**src/rtl/key_arbiter.sv**
```systemverilog
// key_arbiter: queues button press events per key and offers them round-robin over a valid/ready handshake.
// Optional per-key debounce filter enabled by defining KEY_ARBITER_DEBOUNCE_EN.
module key_arbiter #(
  parameter int N_KEYS     = 4,
  parameter int DEB_CYCLES = 16,
  parameter int KW         = (N_KEYS > 2) ? $clog2(N_KEYS) : 1
) (
  input  logic              clk,
  input  logic              reset,
  input  logic [N_KEYS-1:0] btn,
  input  logic              key_ready,
  output logic              key_valid,
  output logic [KW-1:0]     key_id,
  output logic [N_KEYS-1:0] pending,
  output logic              overrun
);
  typedef enum logic {IDLE, OFFER} state_t;
  state_t            state_q, state_d;
  logic [N_KEYS-1:0] filt, prev_q, press, pend_q, pend_d, clr;
  logic [KW-1:0]     id_q, id_d, ptr_q, ptr_d, win;
  logic              found, grant, ovr_q, ovr_d;

  if (N_KEYS < 2 || N_KEYS > 8 || DEB_CYCLES < 1 || DEB_CYCLES > 65535) begin : g_bad_param
    $error("key_arbiter: parameter out of range");
  end

`ifdef KEY_ARBITER_DEBOUNCE_EN
  logic [N_KEYS-1:0] filt_q;
  logic [15:0]       cnt_q [N_KEYS];
  // A level is accepted only after DEB_CYCLES consecutive disagreeing samples.
  always_ff @(posedge clk) begin
    if (reset) begin
      filt_q <= '0;
      for (int i = 0; i < N_KEYS; i++) cnt_q[i] <= '0;
    end else begin
      for (int i = 0; i < N_KEYS; i++) begin
        if (btn[i] == filt_q[i]) cnt_q[i] <= '0;
        else if (cnt_q[i] == 16'(DEB_CYCLES - 1)) begin
          filt_q[i] <= btn[i];
          cnt_q[i]  <= '0;
        end else cnt_q[i] <= cnt_q[i] + 16'd1;
      end
    end
  end
  assign filt = filt_q;
`else
  assign filt = btn;
`endif

  assign press = filt & ~prev_q;

  // Round-robin search starting at ptr_q, wrapping past the top index.
  always_comb begin
    int j;
    j     = 0;
    found = 1'b0;
    win   = '0;
    for (int k = 0; k < N_KEYS; k++) begin
      j = int'(ptr_q) + k;
      if (j >= N_KEYS) j = j - N_KEYS;
      if (!found && pend_q[KW'(j)]) begin
        found = 1'b1;
        win   = KW'(j);
      end
    end
  end

  assign grant  = (state_q == IDLE) && found;
  assign clr    = grant ? N_KEYS'(1) << win : '0;
  assign pend_d = (pend_q & ~clr) | press;
  assign ovr_d  = ovr_q | |(press & pend_q & ~clr);

  always_comb begin
    state_d = state_q;
    id_d    = id_q;
    ptr_d   = ptr_q;
    if (grant) begin
      state_d = OFFER;
      id_d    = win;
    end else if (state_q == OFFER && key_ready) begin
      state_d = IDLE;
      ptr_d   = (id_q == KW'(N_KEYS - 1)) ? '0 : id_q + 1'b1;
    end
  end

  always_ff @(posedge clk) begin
    if (reset) begin
      state_q <= IDLE;
      id_q    <= '0;
      ptr_q   <= '0;
      pend_q  <= '0;
      prev_q  <= '0;
      ovr_q   <= 1'b0;
    end else begin
      state_q <= state_d;
      id_q    <= id_d;
      ptr_q   <= ptr_d;
      pend_q  <= pend_d;
      prev_q  <= filt;
      ovr_q   <= ovr_d;
    end
  end

  assign key_valid = (state_q == OFFER);
  assign key_id    = id_q;
  assign pending   = pend_q;
  assign overrun   = ovr_q;
endmodule

```
**config.mk**
```make
export PLATFORM = sky130hd
export DESIGN_NAME = key_arbiter
export DESIGN_NICKNAME = d
export VERILOG_FILES = /design/src/rtl/key_arbiter.sv
export SDC_FILE = /design/constraint.sdc
export NUM_CORES = 1
export LEC_CHECK = 0
export ABC_AREA = 1
export CAP_MARGIN = 25
export CELL_PAD_IN_SITES_DETAIL_PLACEMENT = 0
export CELL_PAD_IN_SITES_GLOBAL_PLACEMENT = 1
export CORE_MARGIN = 3
export CORE_UTILIZATION = 36
export DETAILED_ROUTE_END_ITERATION = 8
export GPL_ROUTABILITY_DRIVEN = 1
export MAX_ROUTING_LAYER = met4
export PLACE_DENSITY_LB_ADDON = 0.1
export SLEW_MARGIN = 20
export SYNTH_ARGS = -nofsm -noshare
export SYNTH_HDL_FRONTEND = slang
export SYNTH_SLANG_ARGS = --single-unit
```
**constraint.sdc**
```tcl
create_clock -name clk -period 2.1 [get_ports clk]
set_clock_uncertainty 0.2 [all_clocks]
set_input_delay 0.315 -clock clk [delete_from_list [all_inputs] [get_ports clk]]
set_output_delay 0.315 -clock clk [all_outputs]
set_load 0.01 [all_outputs]
```
== Word level (Yosys, flattened, before mapping) ==
Cells that the tools add are included.

* $add $sub $neg: 8
* $mul: 0
* Divide/modulo/power cells: 0
* Magnitude comparators: 8
* Equality and inequality tests: 1
* Shifts and indexed selects: 1
* Multiplexer cells: 28
* Bitwise gates (word level): 10
* Reduce and logical (&&, ||, !) cells: 11

{| class="wikitable"
|+ Operators with widths
! cell !! number
|-
| 2-bit two-way mux || 9
|-
| 4-bit AND || 4
|-
| 2-bit by 4-bit less-than comparator with 1-bit output, second input constant || 4
|-
| 1-bit two-way mux || 14
|-
| 3-bit >= comparator, second input constant || 3
|-
| 1-bit binary-select mux with 2-bit select || 4
|-
| 4-bit inverter || 2
|-
| 2-bit by 1-bit subtractor with 2-bit output, second input constant || 4
|-
| 2-bit by 2-bit adder with 3-bit output, second input constant || 2
|-
| 1-bit logical AND || 5
|-
| 4-bit two-way mux || 1
|-
| 4-bit OR || 1
|-
| 4-bit OR reduction || 1
|-
| 1-bit by 2-bit left shift with 4-bit output, first input constant || 1
|-
| 2-bit by 1-bit adder with 3-bit output, second input constant || 1
|-
| 2-bit by 3-bit >= comparator with 1-bit output, second input constant || 1
|-
| 1-bit zero test || 3
|-
| 2-bit by 1-bit adder with 2-bit output, second input constant || 1
|-
| 2-bit equality test, second input constant || 1
|-
| 1-bit inverter || 2
|-
| 2-bit AND reduction || 1
|-
| 2-bit nonzero test || 1
|-
| 1-bit OR || 1
|}

* Register bits: 14
* Latch bits: 0
* Memory bits (writable): 0
* Memory bits (read-only): 0
* Input bits: 7
* Output and inout port bits: 8
* Logic and storage cells: 73
* Memories: 0

== Depth between registers and ports, before layout ==
* Word-level depth: 21
* Mapped depth: 16
* Mapped depth without buffers: 15

== Worst setup path before layout ==
No wires, ideal clock.

* Kind: reg-to-reg
* From: register pend_q[2] (netlist: pending[2])
* To: register ovr_q (netlist: overrun)
* Library setup time: 0.112 ns
* Arrival time: 1.396 ns
* Data required time: 1.788 ns
* Slack: 0.392 ns
* Cell stages (with the launch flop): 16
* Buffers on the path: 0
* Clock period less this slack: 1.708 ns
* Path through: dfxtp_1 > inv_1 > nand2_1 > nand2_4 > nand2_2 > nand2_2 > nand2_2 > nand2_1 > nand2_1 > nand2_2 > nor2_2 > nand2_1 > nand2_1 > nand3_1 > nor2_1 > nor2_1

* Longest elaborated chain between the ends: 19
* Elaborated cells between the ends (all ways): 34
* Those cells by class: shift: 1; mux: 21; bitwise: 4; reduce/logical: 8

{| class="wikitable"
|+ Ends and longest elaborated chain
! element !! RTL line !! RTL
|-
| from (decl) || 19 || <nowiki>logic [N_KEYS-1:0] filt, prev_q, press, pend_q, pend_d, clr;</nowiki>
|-
| from (signal assigned) || 98 || <nowiki>pend_q <= pend_d;</nowiki>
|-
| 1-bit binary-select mux with 2-bit select || 61 || <nowiki>if (!found && pend_q[KW'(j)]) begin</nowiki>
|-
| 1-bit two-way mux (implied by the code) (2 in series) || 61 ||
|-
| 1-bit two-way mux || 61 ||
|-
| 1-bit zero test || 61 ||
|-
| 1-bit logical AND || 61 ||
|-
| 1-bit two-way mux || 61 ||
|-
| 1-bit zero test || 61 ||
|-
| 1-bit logical AND || 61 ||
|-
| (+2 left out) || - ||
|-
| 1-bit logical AND || 61 ||
|-
| 2-bit two-way mux or 1-bit two-way mux (tied branches) || 61 ||
|-
| 1-bit by 2-bit left shift with 4-bit output or 1-bit logical AND (tied branches) || 69, 68 ||
|-
| 4-bit two-way mux || 69 || <nowiki>assign clr = grant ? N_KEYS'(1) << win : '0;</nowiki>
|-
| 4-bit inverter || 71 || <nowiki>assign ovr_d = ovr_q | |(press & pend_q & ~clr);</nowiki>
|-
| 4-bit AND * || 71 ||
|-
| 4-bit OR reduction * || 71 ||
|-
| 1-bit OR * || 71 ||
|-
| to (signal assigned) || 100 || <nowiki>ovr_q <= ovr_d;</nowiki>
|-
| to (decl) || 21 || <nowiki>logic found, grant, ovr_q, ovr_d;</nowiki>
|}

Every way passes the cells marked *; elsewhere a longest branch is shown, timed or not. The select of a mux whose other input is x is not followed.
A chain may end at the register's enable or synchronous reset.

== Worst setup path in the final report ==
* From: register ptr_q[0]
* To: register ovr_q (netlist: overrun)

* Longest elaborated chain between the ends: 21
* Elaborated cells between the ends (all ways): 48
* Those cells by class: add/sub: 7; order compare: 4; shift: 1; mux: 25; bitwise: 3; reduce/logical: 8

{| class="wikitable"
|+ Ends and longest elaborated chain
! element !! RTL line !! RTL
|-
| from (decl) || 20 || <nowiki>logic [KW-1:0] id_q, id_d, ptr_q, ptr_d, win;</nowiki>
|-
| from (signal assigned) || 97 || <nowiki>ptr_q <= ptr_d;</nowiki>
|-
| branches (longest 16 deep; another with 2-bit by 1-bit adder with 3-bit output) || - ||
|-
| 4-bit two-way mux * || 69 ||
|-
| 4-bit inverter * || 71 ||
|-
| 4-bit AND * || 71 ||
|-
| 4-bit OR reduction * || 71 ||
|-
| 1-bit OR * || 71 ||
|}

Mark *: on every way between the ends. The select of a mux whose other input is x is not followed.

==> run summary <==
Num CTS Buffers: 3
Fill count: 248
Core area: 0.00228 mm^2
Crit Path Max Fanout: 10
Clk slew on worst S/H paths: 0.09 ns
Routed Antenna Nets: 0
Via count: 840
CP Launch Type: register
Root buf cell: clkbuf_4
Most Frequent Cell on Critical Path: nand2_1
CTS tree: built
Initial Utilization: 39.1%
Worst R2R Path Depth: 16
Gr busiest metal: met2
Hold_ws: 0.307 ns
Sequential cell area fraction in the yosys report: 31.5%
Fin crit period: 1.88 ns
Worst Tran Pin Value: 0.195 ns
Post-synth top area cell: dfxtp_1
Total GRT Usage: 14.5%
Syn-to-layout area delta: 25.0%
Cells after Synth: 137
Max clock buf depth: 2
Design Area, Final: 0.00111 mm^2
Post-Syn Nets: 145
Setup Viol. Count Final: 0
Drt pass-1 iters: 4
Area after DPL: 0.00107 mm^2
Syn_area_per_cell: 6.49 um^2
Synth area leaders: dfxtp_1, nand2_1, inv_1
Flops & latches, synth: 14
Die H: 55.7 um
Hold Buf Count CTS: 0
Dpl cells: 179
Crit share post-route: 89.7%
CP Capture Type: register
Final hold vios: 0
Initial antenna violation count: 0
H-tree depth: 1
Crit path arrival time: 1.88 ns
Largest delay contributor family on the critical path: simple AND/OR/NAND/NOR gates
Final Non-Filler Cells: 183
Routability cong.: 0.823
Total global routing overflow: 0
Hold-critical path endpoint: pending[1]$_SDFF_PP0_
HPWL Detailed: 1.56 mm
Number of global-route vias before repair: 780
Worst r2r dst: overrun$_SDFF_PP0_
Number of port buffers: 14
Unrepaired setup endpoints after global routing: false
Final WL: 1.97 mm
Worst slew margin: 86.9%
First-pass GRT wire length: 3.44 mm
DRC viols: 0
Final setup TNS: 0 ns
DR vias/cell: 4.59
Distinct cells, synth: 20
F_max: 0.531 GHz
Most common cell after layout, fill and taps aside: nand2_1
Grt met1 use: 18.7%
Power Density: 885 mW/mm^2
R2R Setup Slk: 0.22 ns
Worst Hold Class: reg -> reg
Most frequent cells in the layout: nand2_1, inv_1, nor2_1, clkdlybuf4s50_1, dfxtp_1
Post-Syn Area: 890 um^2
FF+latch area: 282 um^2
Outcome: finished clean
IO Pins: 15
Clock Sinks: 14
Data required, critical path: 2.09 ns
Met2 GRT Util: 21.1%
Area occupied by multi-input gates: 519 um^2
CP cell instances: buf_12, inv_6, nand2_2, nand2_2, nand2_1, nand2_1, inv_1, nand2_1, nand2_1, nand2_2, nor2_4, nand2_1, nand2_1, nand3_1, nor2_1, nor2_1
Met3 GRT Util: 2.78%
Yosys Warn Count: 0
Total power: 0.000984 W
Maxcap violations: 0
Number of buffers and inverters on the critical path: 3
Critical Path Max Stage Delay: 0.36 ns
Synth top area share: 31.5%
WL/cell: 10.8 um
Antenna fix cells: 0
Peak supply drop: 475 uV
Leak pwr: 0.546 nW
Largest net degree at the start of global routing: 12
Final Max Tran Viols: 0
Worst hold start: pending[1]$_SDFF_PP0_
Die width: 55.7 um
Crit path max-delay cell type: dfxtp_1
Detailed Route Iter0 Violations: 12
WS Path Type: reg -> reg
Final-stage net count: 164
Worst Hold Depth: 2
Worst-skew pair later-pin latency: 0.30 ns
Die Footprint: 0.00310 mm^2
Reg-to-Reg Start: ptr_q[0]$_SDFFE_PP0P_
Rows: 17
Share of post-route cells with drive strength above 1: 20.6%
-- registers in the layout, indices dropped and copies added (netlist names) --
signal and count:
pending 4, overrun 1, ptr_q 2, key_valid 1
prev_q 4, key_id 2
-- metal layers --
layer / share of wire, % / vias up / wire length, um
met5: 0 / - / 0
met4: 2.8 / 0 / 55
met3: 3.0 / 5 / 59
met2: 45 / 14 / 882
met1: 49 / 361 / 975
li1: - / 460 / -
-- metrics by stage --
stage | utilization, % | setup WS (ns)
after floorplan | - | 0.392
after global placement | 47.0 | 0.160
after detailed placement | 47.0 | 0.178
after CTS | 48.6 | 0.162
after global routing | 48.9 | 0.00473
final | 48.9 | 0.217
-- worst reg2reg max path, cell delays in order, from the launching register on --
cell,delay (ns)
dfxtp_1,0.36
buf_12,0.14
inv_6,0.05
nand2_2,0.06
nand2_2,0.07
nand2_1,0.08
nand2_1,0.08
inv_1,0.09
nand2_1,0.06
nand2_1,0.06
nand2_2,0.08
nor2_4,0.10
nand2_1,0.09
nand2_1,0.07
nand3_1,0.07
nor2_1,0.09
nor2_1,0.04
-- worst max path at each step --
stage,from,endpoint,cells past startpoint
2_1_floorplan,pending[2]$_SDFF_PP0_,overrun$_SDFF_PP0_,15
3_3_place_gp,ptr_q[1]$_SDFFE_PP0P_,overrun$_SDFF_PP0_,13
3_5_place_dp,ptr_q[1]$_SDFFE_PP0P_,overrun$_SDFF_PP0_,13
4_1_cts,ptr_q[1]$_SDFFE_PP0P_,overrun$_SDFF_PP0_,13
5_1_grt,ptr_q[0]$_SDFFE_PP0P_,overrun$_SDFF_PP0_,16
6_report,ptr_q[0]$_SDFFE_PP0P_,overrun$_SDFF_PP0_,16
-- cells by family after synthesis --
logic type,synth area share (%)
buf+inv,10.7
flops,31.5
fa+ha+maj,1.41
simple gates,48.1
compound gates,8.30
-- power breakdown --
part / internal (W) / total, W / switching (W)
combinational: 0.000183 / 0.000444 / 0.000261
sequential: 0.000303 / 0.000335 / 0.0000325
clock: 0.000106 / 0.000205 / 0.0000995
total: 0.000591 / 0.000984 / 0.000393
-- final cells by class --
| class | instances | share of cell area [%] |
|---|---|---|
| inverters | 18 | 6.52 |
| well taps | 28 | 3.15 |
| clock buffers | 4 | 3.26 |
| multi-input cells | 103 | 46.7 |
| repair buffers | 16 | 15.1 |
| flip-flops and latches | 14 | 25.3 |
-- cells in the mapped netlist --
cell	number
ha_1	1
or2_2	4
a21boi_2	1
nor2_4	1
a21oi_1	8
nor2_1	15
nand4_1	1
nand2_2	8
o211ai_1	1
dfxtp_1	14
nor2_2	3
o21ai_0	3
inv_2	2
inv_6	1
buf_6	2
nand3_1	9
nand2_1	43
inv_1	15
nand2_4	3
nand3_2	2
-- repair_timing --
action                                  CTS  global route
setup buffers                             0             0
resized for setup                         0             2
endpoints found under the setup margin    0             1
No activity file was read; power rests on OpenSTA's default activity.
